==> src/rtl/ps2_pkg.sv <==
// Shared definitions for the PS/2 action decoder: scan codes, action-code
// field layout, frame FSM states and the scan-code to action lookup.
package ps2_pkg;

    // Scan codes (set 2) recognised by the decoder
    localparam logic [7:0] SC_P0_A1  = 8'h1C;
    localparam logic [7:0] SC_P0_A2  = 8'h23;
    localparam logic [7:0] SC_P0_A3  = 8'h29;
    localparam logic [7:0] SC_P1_A1  = 8'h05;
    localparam logic [7:0] SC_P1_A2  = 8'h04;
    localparam logic [7:0] SC_BREAK  = 8'hF0;
    localparam logic [7:0] SC_EXTEND = 8'hE0;

    // Action code layout: [3] release, [2] player, [1:0] action number
    localparam int ACT_W          = 4;
    localparam int ACT_REL_BIT    = 3;
    localparam int ACT_PLAYER_BIT = 2;
    localparam int ACT_CODE_MSB   = 1;
    localparam int ACT_CODE_LSB   = 0;

    typedef enum logic [1:0] {
        ST_IDLE,
        ST_DATA,
        ST_PARITY,
        ST_STOP
    } frame_state_e;

    typedef struct packed {
        logic             hit;
        logic [ACT_W-1:0] code;
    } map_result_t;

    // Translate a scan code into an action; hit=0 for unmapped codes
    function automatic map_result_t map_scan_code(input logic [7:0] sc, input logic rel);
        map_result_t r;
        r.hit               = 1'b1;
        r.code              = '0;
        r.code[ACT_REL_BIT] = rel;
        case (sc)
            SC_P0_A1: begin
                r.code[ACT_PLAYER_BIT]              = 1'b0;
                r.code[ACT_CODE_MSB:ACT_CODE_LSB]   = 2'd1;
            end
            SC_P0_A2: begin
                r.code[ACT_PLAYER_BIT]              = 1'b0;
                r.code[ACT_CODE_MSB:ACT_CODE_LSB]   = 2'd2;
            end
            SC_P0_A3: begin
                r.code[ACT_PLAYER_BIT]              = 1'b0;
                r.code[ACT_CODE_MSB:ACT_CODE_LSB]   = 2'd3;
            end
            SC_P1_A1: begin
                r.code[ACT_PLAYER_BIT]              = 1'b1;
                r.code[ACT_CODE_MSB:ACT_CODE_LSB]   = 2'd1;
            end
            SC_P1_A2: begin
                r.code[ACT_PLAYER_BIT]              = 1'b1;
                r.code[ACT_CODE_MSB:ACT_CODE_LSB]   = 2'd2;
            end
            default: begin
                r.hit  = 1'b0;
                r.code = '0;
            end
        endcase
        return r;
    endfunction

endpackage

==> src/rtl/ps2_action_decoder_if.sv <==
// Action output stream: producer presents out_data/out_valid, consumer
// answers with out_ready.
interface ps2_action_decoder_if;
    import ps2_pkg::*;

    logic [ACT_W-1:0] out_data;
    logic             out_valid;
    logic             out_ready;

    modport master (
        output out_data,
        output out_valid,
        input  out_ready
    );

    modport slave (
        input  out_data,
        input  out_valid,
        output out_ready
    );

endinterface

==> src/rtl/action_fifo.sv <==
// Small synchronous FIFO for 4-bit action codes with flush.
// A push into a full FIFO is accepted only when a pop happens in the same cycle.
module action_fifo
    import ps2_pkg::*;
#(
    parameter int DEPTH = 8
) (
    input  logic             clk,
    input  logic             rst,
    input  logic             flush,
    input  logic             push_valid,
    input  logic [ACT_W-1:0] push_data,
    output logic [ACT_W-1:0] pop_data,
    output logic             pop_valid,
    input  logic             pop_ready,
    output logic             full,
    output logic             empty
);

    localparam int AW = (DEPTH > 1) ? $clog2(DEPTH) : 1;

    logic [ACT_W-1:0] mem_q [DEPTH];
    logic [AW-1:0]    wr_ptr_q, wr_ptr_d;
    logic [AW-1:0]    rd_ptr_q, rd_ptr_d;
    logic [AW:0]      count_q, count_d;
    logic             do_push;
    logic             do_pop;

    assign full      = (count_q == (AW+1)'(DEPTH));
    assign empty     = (count_q == '0);
    assign pop_valid = !empty;
    assign pop_data  = mem_q[rd_ptr_q];
    assign do_pop    = pop_valid && pop_ready;
    assign do_push   = push_valid && (!full || do_pop);

    // Pointer and occupancy bookkeeping; flush wins over everything
    always_comb begin
        wr_ptr_d = wr_ptr_q;
        rd_ptr_d = rd_ptr_q;
        count_d  = count_q;
        if (flush) begin
            wr_ptr_d = '0;
            rd_ptr_d = '0;
            count_d  = '0;
        end else begin
            if (do_push) begin
                wr_ptr_d = wr_ptr_q + AW'(1);
            end
            if (do_pop) begin
                rd_ptr_d = rd_ptr_q + AW'(1);
            end
            if (do_push && !do_pop) begin
                count_d = count_q + (AW+1)'(1);
            end else if (!do_push && do_pop) begin
                count_d = count_q - (AW+1)'(1);
            end
        end
    end

    // Pointer/count registers
    always_ff @(posedge clk or posedge rst) begin
        if (rst) begin
            wr_ptr_q <= '0;
            rd_ptr_q <= '0;
            count_q  <= '0;
        end else begin
            wr_ptr_q <= wr_ptr_d;
            rd_ptr_q <= rd_ptr_d;
            count_q  <= count_d;
        end
    end

    // Storage array, no reset so it maps onto RAM primitives
    always_ff @(posedge clk) begin
        if (do_push && !flush) begin
            mem_q[wr_ptr_q] <= push_data;
        end
    end

endmodule

==> src/rtl/ps2_action_decoder.sv <==
// PS/2 keyboard receiver that turns game-key scan codes into queued
// player actions. Raw PS/2 lines are synchronised, ps2_clk is glitch
// filtered, frames are checked for start/parity/stop and a stall timeout.
module ps2_action_decoder
    import ps2_pkg::*;
#(
    parameter int FILTER_LEN   = 8,
    parameter int TIMEOUT_CYC  = 50000,
    parameter int FIFO_DEPTH   = 8,
    parameter int EMIT_RELEASE = 0
) (
    input  logic                        clk,
    input  logic                        rst,
    input  logic                        ps2_clk,
    input  logic                        ps2_data,
    input  logic                        round_start,
    ps2_action_decoder_if.master        act,
    output logic                        frame_err,
    output logic                        timeout_err,
    output logic                        overflow
);

    localparam int FW = $clog2(FILTER_LEN + 1);
    localparam int TW = $clog2(TIMEOUT_CYC + 1);

    // Synchroniser flops (idle-high lines)
    logic clk_meta_q, clk_sync_q;
    logic data_meta_q, data_sync_q;

    // Glitch filter
    logic          filt_level_q, filt_level_d;
    logic [FW-1:0] filt_cnt_q, filt_cnt_d;
    logic          fall_edge;

    // Frame receiver
    frame_state_e  state_q, state_d;
    logic [2:0]    bit_cnt_q, bit_cnt_d;
    logic [7:0]    shift_q, shift_d;
    logic          parity_q, parity_d;
    logic [TW-1:0] tmo_cnt_q, tmo_cnt_d;
    logic          byte_valid_q, byte_valid_d;
    logic [7:0]    byte_q, byte_d;
    logic          frame_err_q, frame_err_d;
    logic          timeout_err_q, timeout_err_d;

    // Decode stage
    logic             break_q, break_d;
    logic             ext_q, ext_d;
    logic             round_q, round_d;
    logic             overflow_q, overflow_d;
    logic             flush;
    logic             push_valid;
    logic [ACT_W-1:0] push_code;
    map_result_t      lookup;

    // FIFO connections
    logic [ACT_W-1:0] fifo_data;
    logic             fifo_valid;
    logic             fifo_full;
    logic             fifo_empty;

    // Two-flop synchronisers for both PS/2 lines
    always_ff @(posedge clk or posedge rst) begin
        if (rst) begin
            clk_meta_q  <= 1'b1;
            clk_sync_q  <= 1'b1;
            data_meta_q <= 1'b1;
            data_sync_q <= 1'b1;
        end else begin
            clk_meta_q  <= ps2_clk;
            clk_sync_q  <= clk_meta_q;
            data_meta_q <= ps2_data;
            data_sync_q <= data_meta_q;
        end
    end

    // Accept a new ps2_clk level only after FILTER_LEN consecutive differing samples
    always_comb begin
        filt_level_d = filt_level_q;
        filt_cnt_d   = filt_cnt_q;
        fall_edge    = 1'b0;
        if (clk_sync_q == filt_level_q) begin
            filt_cnt_d = '0;
        end else if (filt_cnt_q == FW'(FILTER_LEN - 1)) begin
            filt_level_d = clk_sync_q;
            filt_cnt_d   = '0;
            fall_edge    = filt_level_q;
        end else begin
            filt_cnt_d = filt_cnt_q + FW'(1);
        end
    end

    // Frame FSM: one step per filtered falling edge, stall timeout outside IDLE
    always_comb begin
        state_d       = state_q;
        bit_cnt_d     = bit_cnt_q;
        shift_d       = shift_q;
        parity_d      = parity_q;
        tmo_cnt_d     = tmo_cnt_q;
        byte_valid_d  = 1'b0;
        byte_d        = byte_q;
        frame_err_d   = 1'b0;
        timeout_err_d = 1'b0;
        if (fall_edge) begin
            tmo_cnt_d = '0;
            case (state_q)
                ST_IDLE: begin
                    if (!data_sync_q) begin
                        state_d   = ST_DATA;
                        bit_cnt_d = '0;
                    end else begin
                        frame_err_d = 1'b1;
                    end
                end
                ST_DATA: begin
                    shift_d   = {data_sync_q, shift_q[7:1]};
                    bit_cnt_d = bit_cnt_q + 3'd1;
                    if (bit_cnt_q == 3'd7) begin
                        state_d = ST_PARITY;
                    end
                end
                ST_PARITY: begin
                    parity_d = data_sync_q;
                    state_d  = ST_STOP;
                end
                ST_STOP: begin
                    if ((^{shift_q, parity_q}) && data_sync_q) begin
                        byte_valid_d = 1'b1;
                        byte_d       = shift_q;
                    end else begin
                        frame_err_d = 1'b1;
                    end
                    state_d = ST_IDLE;
                end
                default: state_d = ST_IDLE;
            endcase
        end else if (state_q != ST_IDLE) begin
            if (tmo_cnt_q == TW'(TIMEOUT_CYC - 1)) begin
                state_d       = ST_IDLE;
                tmo_cnt_d     = '0;
                timeout_err_d = 1'b1;
            end else begin
                tmo_cnt_d = tmo_cnt_q + TW'(1);
            end
        end else begin
            tmo_cnt_d = '0;
        end
    end

    // Filter and frame receiver registers
    always_ff @(posedge clk or posedge rst) begin
        if (rst) begin
            filt_level_q  <= 1'b1;
            filt_cnt_q    <= '0;
            state_q       <= ST_IDLE;
            bit_cnt_q     <= '0;
            shift_q       <= '0;
            parity_q      <= 1'b0;
            tmo_cnt_q     <= '0;
            byte_valid_q  <= 1'b0;
            byte_q        <= '0;
            frame_err_q   <= 1'b0;
            timeout_err_q <= 1'b0;
        end else begin
            filt_level_q  <= filt_level_d;
            filt_cnt_q    <= filt_cnt_d;
            state_q       <= state_d;
            bit_cnt_q     <= bit_cnt_d;
            shift_q       <= shift_d;
            parity_q      <= parity_d;
            tmo_cnt_q     <= tmo_cnt_d;
            byte_valid_q  <= byte_valid_d;
            byte_q        <= byte_d;
            frame_err_q   <= frame_err_d;
            timeout_err_q <= timeout_err_d;
        end
    end

    assign lookup = map_scan_code(byte_q, break_q);

    // Prefix tracking, action lookup, push gating and round-end flush
    always_comb begin
        break_d    = break_q;
        ext_d      = ext_q;
        round_d    = round_start;
        push_valid = 1'b0;
        push_code  = lookup.code;
        flush      = round_q && !round_start;
        overflow_d = 1'b0;
        if (byte_valid_q) begin
            if (byte_q == SC_BREAK) begin
                break_d = 1'b1;
            end else if (byte_q == SC_EXTEND) begin
                ext_d = 1'b1;
            end else begin
                break_d = 1'b0;
                ext_d   = 1'b0;
                if (lookup.hit && !ext_q && (!break_q || (EMIT_RELEASE != 0)) && round_start) begin
                    push_valid = 1'b1;
                end
            end
        end
        if (push_valid && fifo_full && !(fifo_valid && act.out_ready)) begin
            overflow_d = 1'b1;
        end
    end

    // Decode stage registers
    always_ff @(posedge clk or posedge rst) begin
        if (rst) begin
            break_q    <= 1'b0;
            ext_q      <= 1'b0;
            round_q    <= 1'b0;
            overflow_q <= 1'b0;
        end else begin
            break_q    <= break_d;
            ext_q      <= ext_d;
            round_q    <= round_d;
            overflow_q <= overflow_d;
        end
    end

    action_fifo #(
        .DEPTH (FIFO_DEPTH)
    ) u_fifo (
        .clk        (clk),
        .rst        (rst),
        .flush      (flush),
        .push_valid (push_valid),
        .push_data  (push_code),
        .pop_data   (fifo_data),
        .pop_valid  (fifo_valid),
        .pop_ready  (act.out_ready),
        .full       (fifo_full),
        .empty      (fifo_empty)
    );

    // Empty FIFO presents zero so the head never shows stale RAM contents
    assign act.out_data  = fifo_empty ? '0 : fifo_data;
    assign act.out_valid = fifo_valid;
    assign frame_err     = frame_err_q;
    assign timeout_err   = timeout_err_q;
    assign overflow      = overflow_q;

endmodule

==> src/flat_wrapper.sv <==
// flat-port wrapper written by rule: the top's interface ports become plain ports
module ps2_action_decoder_flat import ps2_pkg::*;
#(
    parameter int FILTER_LEN   = 8,
    parameter int TIMEOUT_CYC  = 50000,
    parameter int FIFO_DEPTH   = 8,
    parameter int EMIT_RELEASE = 0
)
  (clk, rst, ps2_clk, ps2_data, round_start, frame_err, timeout_err, overflow, act_out_data, act_out_valid, act_out_ready);
  ps2_action_decoder_if act_i ();
  input  logic clk;
  input  logic rst;
  input  logic ps2_clk;
  input  logic ps2_data;
  input  logic round_start;
  output logic frame_err;
  output logic timeout_err;
  output logic overflow;
  output wire logic [$bits(act_i.out_data)-1:0] act_out_data;
  output wire logic [$bits(act_i.out_valid)-1:0] act_out_valid;
  input wire logic [$bits(act_i.out_ready)-1:0] act_out_ready;
  assign act_out_data = act_i.out_data;
  assign act_out_valid = act_i.out_valid;
  assign act_i.out_ready = act_out_ready;
  ps2_action_decoder #(.FILTER_LEN(FILTER_LEN), .TIMEOUT_CYC(TIMEOUT_CYC), .FIFO_DEPTH(FIFO_DEPTH), .EMIT_RELEASE(EMIT_RELEASE)) u_core (.clk(clk), .rst(rst), .ps2_clk(ps2_clk), .ps2_data(ps2_data), .round_start(round_start), .act(act_i), .frame_err(frame_err), .timeout_err(timeout_err), .overflow(overflow));
endmodule
==> config.mk <==
export PLATFORM = sky130hd
export DESIGN_NAME = ps2_action_decoder_flat
export DESIGN_NICKNAME = d
export VERILOG_FILES = /design/src/rtl/ps2_pkg.sv /design/src/rtl/ps2_action_decoder_if.sv /design/src/rtl/action_fifo.sv /design/src/rtl/ps2_action_decoder.sv /design/src/flat_wrapper.sv
export SDC_FILE = /design/constraint.sdc
export NUM_CORES = 1
export LEC_CHECK = 0
export CELL_PAD_IN_SITES_DETAIL_PLACEMENT = 1
export CELL_PAD_IN_SITES_GLOBAL_PLACEMENT = 2
export CORE_ASPECT_RATIO = 0.5
export CORE_MARGIN = 4
export CORE_UTILIZATION = 43
export DETAILED_ROUTE_END_ITERATION = 10
export PLACE_DENSITY = 0.81
export SLEW_MARGIN = 20
export SYNTH_ARGS = -nofsm -noshare
export SYNTH_HDL_FRONTEND = slang
export SYNTH_SLANG_ARGS = --single-unit
==> constraint.sdc <==
create_clock -name clk -period 3.65 [get_ports clk]
set_clock_uncertainty 0.1 [all_clocks]
set_input_delay 0.5475 -clock clk [delete_from_list [all_inputs] [get_ports clk]]
set_output_delay 0.5475 -clock clk [all_outputs]
set_load 0.02 [all_outputs]
==> flow_metrics.env <==
export IMPL_cts_sinks=96
export IMPL_crit_start="act_out_ready"
export IMPL_h_tree_depth=3
export IMPL_rsz0062_at_grt="no"
export IMPL_grt_pass1_vias=3073
export IMPL_final_core_util_pct=51.94
export IMPL_slew_limit_headroom_pct=38.44
export IMPL_criticalPathCategory="in2reg"
export IMPL_ys_types=46
export IMPL_grt_overflow=0
export IMPL_reg2reg_slack_ps=400
export IMPL_drc_errors=0
export IMPL_dp_hpwl_um=6090
export IMPL_clk_pin_slew_ps=70
export IMPL_synth_edff_count=32
export IMPL_path_cells="clkdlybuf4s50_1, nand2b_1, nor4_1, and4bb_1, nand2_1, inv_1, ha_1, inv_1, ha_1, a21o_1, a21oi_1, xnor2_1, or3_1, a21oi_1"
export IMPL_viasPerCell=5.304
export IMPL_grt_start_max_net_pins=53
export IMPL_grt_pass1_wl_um=15020
export IMPL_globalRouteTotalUtil_pct=16.12
export IMPL_slowest_delay_ps=460
export IMPL_first_pass_iters=4
export IMPL_combPwrFrac_pct=3.0
export IMPL_initial_utilization_pct=45.39
export IMPL_timing_rr_end="u_core.u_fifo.count_q[3]"
export IMPL_period_minus_slack_ps=3379
export IMPL_swShare_pct=21.16
export IMPL_design_area_mm2=0.005036
export IMPL_dieArea_mm2=0.01202
export IMPL_ios=14
export IMPL_ys_warn_count=0
export IMPL_dpl_cell_area_mm2=0.004708
export IMPL_irDropWorstVdd_mv=0.2193
export IMPL_dieWidth_um=151.1
export IMPL_hold_buffers=0
export IMPL_finalSetupViolations=0
export IMPL_power_switching_mw=0.4749
export IMPL_ctsResizeCount=0
export IMPL_finalNonFillerCells=513
export IMPL_period_share_pct=92.56
export IMPL_nets=393
export IMPL_r2r_cells=13
export IMPL_drive_above_1_share_pct=15.34
export IMPL_num_rows=25
export IMPL_syn_nets=372
export IMPL_clock_path_buffers=2
export IMPL_holdCritStartpoint="u_core.clk_meta_q"
export IMPL_cts_buffers_inserted=9
export IMPL_die_h_um=79.54
export IMPL_synth_flop_cell="dfrtp_1"
export IMPL_avgSynthCellArea_um2=12.50
export IMPL_fmax_mhz=296.0
export IMPL_crit_fanout=4
export IMPL_worst_hold_slack_ps=257.6
export IMPL_coreArea_mm2=0.009697
export IMPL_setup_tns_ps=0
export IMPL_async_reset_ff_share_pct=66.67
export IMPL_status="finished clean"
export IMPL_cts_tree="yes"
export IMPL_hold_viol=0
export IMPL_n_fill_cell=1008
export IMPL_routedWlPerCell_um=16.72
export IMPL_ys_ff_latch=96
export IMPL_finalMaxSlewViolations=0
export IMPL_antennaDiodeCount=0
export IMPL_cp_endpoint="u_core.u_fifo.count_q[3]"
export IMPL_syn_instance_count=352
export IMPL_vias=2721
export IMPL_hold_path_class="reg2reg"
export IMPL_cp_required_ps=3820
export IMPL_place_congestion=0.7761
export IMPL_ys_seq_area_share_pct=58.36
export IMPL_worstSetupStartpointType="input port"
export IMPL_clk_latency_ps=340
export IMPL_area_delta_synth_final_pct=14.41
export IMPL_post_cts_buffers=0
export IMPL_end_kind="register"
export IMPL_p_leak_nw=2.181
export IMPL_dp_cells=497
export IMPL_synth_cell_area_mm2=0.004402
export IMPL_tightest_slew_ps=922.3
export IMPL_root_buffer="clkbuf_16"
export IMPL_drt_iter0_markers=111
export IMPL_drt_wl_total_um=8577
export IMPL_ant_nets=0
export IMPL_pwr_share_seq_pct=51.3
export IMPL_internal_power_mw=1.770
export IMPL_crit_arrival_ps=3550
export IMPL_clockPowerShare_pct=45.7
export IMPL_p_per_area_mw_per_mm2=445.7
export IMPL_max_cap_violations=0
export IMPL_portBuffers=13
export IMPL_antenna_found_initial=0
export IMPL_timing_rr_start="u_core.byte_q[1]"
export IMPL_slowest_stage="clkdlybuf4s50_1"
-- stage by stage --
| step | setup slack [ps] | total power [mW] |
|---|---|---|
| floorplan | 710.9 | 1.217 |
| global placement | 107.7 | 1.236 |
| detailed placement | -42.29 | 1.243 |
| CTS | 293.6 | 2.277 |
| global route | 98.63 | 2.333 |
| finish | 271.4 | 2.245 |
-- state kept, by name, indices dropped and copies added (netlist names), 2 cells and up --
signal / flops
u_core.u_fifo.count_q: 4
u_core.state_q: 2
u_core.filt_cnt_q: 4
u_core.u_fifo.mem_q: 32
u_core.bit_cnt_q: 3
u_core.byte_q: 8
u_core.u_fifo.wr_ptr_q: 3
u_core.tmo_cnt_q: 16
u_core.shift_q: 8
u_core.u_fifo.rd_ptr_q: 3
-- synth_stat cells, types with 6 or more instances --
cell	instances	area (um2)
a21oi_1	11	55.05
and3_1	8	50.05
clkbuf_1	6	22.52
dfrtp_1	59	1476
edfxtp_1	32	960.9
ha_1	13	162.7
inv_1	14	52.55
mux2_2	18	202.7
mux2i_1	6	60.06
mux4_2	8	180.2
nand2_1	17	63.81
nand3_1	14	70.07
nor2_1	49	183.9
nor3_1	10	50.05
xnor2_1	14	122.6
xor2_1	13	113.9
-- critical path, delay by kind of cell --
family | cells | cell delay (ps)
simple gates | 5 | 1230
buf+inv | 3 | 630
compound gates | 3 | 530
fa+ha+maj | 2 | 480
xor+xnor | 1 | 100
-- layer usage --
metal	vias up	global-route usage, %	part of all wire [%]	wire (um)
li1	1303	-	-	-
met1	1379	18.70	45	3849
met2	26	29.21	51	4333
met3	13	4.311	2.9	246
met4	0	5.154	1.7	147
met5	-	0	0	0
-- layout make-up --
class	count	area, um2	share of cell area (%)
clock inverter	7	101.3	2.012
sequential	96	2569	51.01
multi-input combinational	233	1743	34.61
inverter	14	53.80	1.068
timing repair buffer	19	175.2	3.478
tap	135	168.9	3.354
clock buffer	9	225.2	4.472
-- power by group through the flow --
| stage | combinational (mW) | clock, mW | sequential [mW] |
|---|---|---|---|
| floorplan | 0.0506 | 0 | 1.17 |
| global placement | 0.0655 | 0 | 1.17 |
| detailed placement | 0.0694 | 0 | 1.17 |
| CTS | 0.0705 | 1.06 | 1.15 |
| global route | 0.0789 | 1.10 | 1.15 |
| finish | 0.0676 | 1.03 | 1.15 |
-- worst min path at each step --
stage	cells past startpoint	slack [ps]	end
after floorplan	0	250	u_core.clk_sync_q
after global placement	0	250	u_core.clk_sync_q
after detailed placement	0	250	u_core.clk_sync_q
after CTS	0	260	u_core.clk_sync_q
after global routing	0	260	u_core.clk_sync_q
final	0	260	u_core.clk_sync_q
-- layout by cell type (no fill, tap or decap), drive strengths merged, types with 10 or more instances in the layout --
master / count
nand3: 14
edfxtp: 32
inv: 16
clkdlybuf4s50: 13
a21oi: 11
nor2: 49
nor3: 10
dfrtp: 59
mux2: 18
xor2: 13
ha: 13
xnor2: 15
nand2: 17
-- cell families (layout without fill, tap and decap cells) --
group                    after synthesis  count (layout)  synth area share (%)
AO/OA/AOI/OAI                         30              30                 4.321
XOR/XNOR                              29              29                 6.254
adder cells (fa/ha/maj)               14              14                 4.150
multiplexers                          32              32                 10.06
buffers and inverters                 23              49                 2.046
flip-flops                            96              96                 58.36
AND/OR/NAND/NOR                      128             128                 14.81
Note: power is estimated with default switching activity, not from simulation.
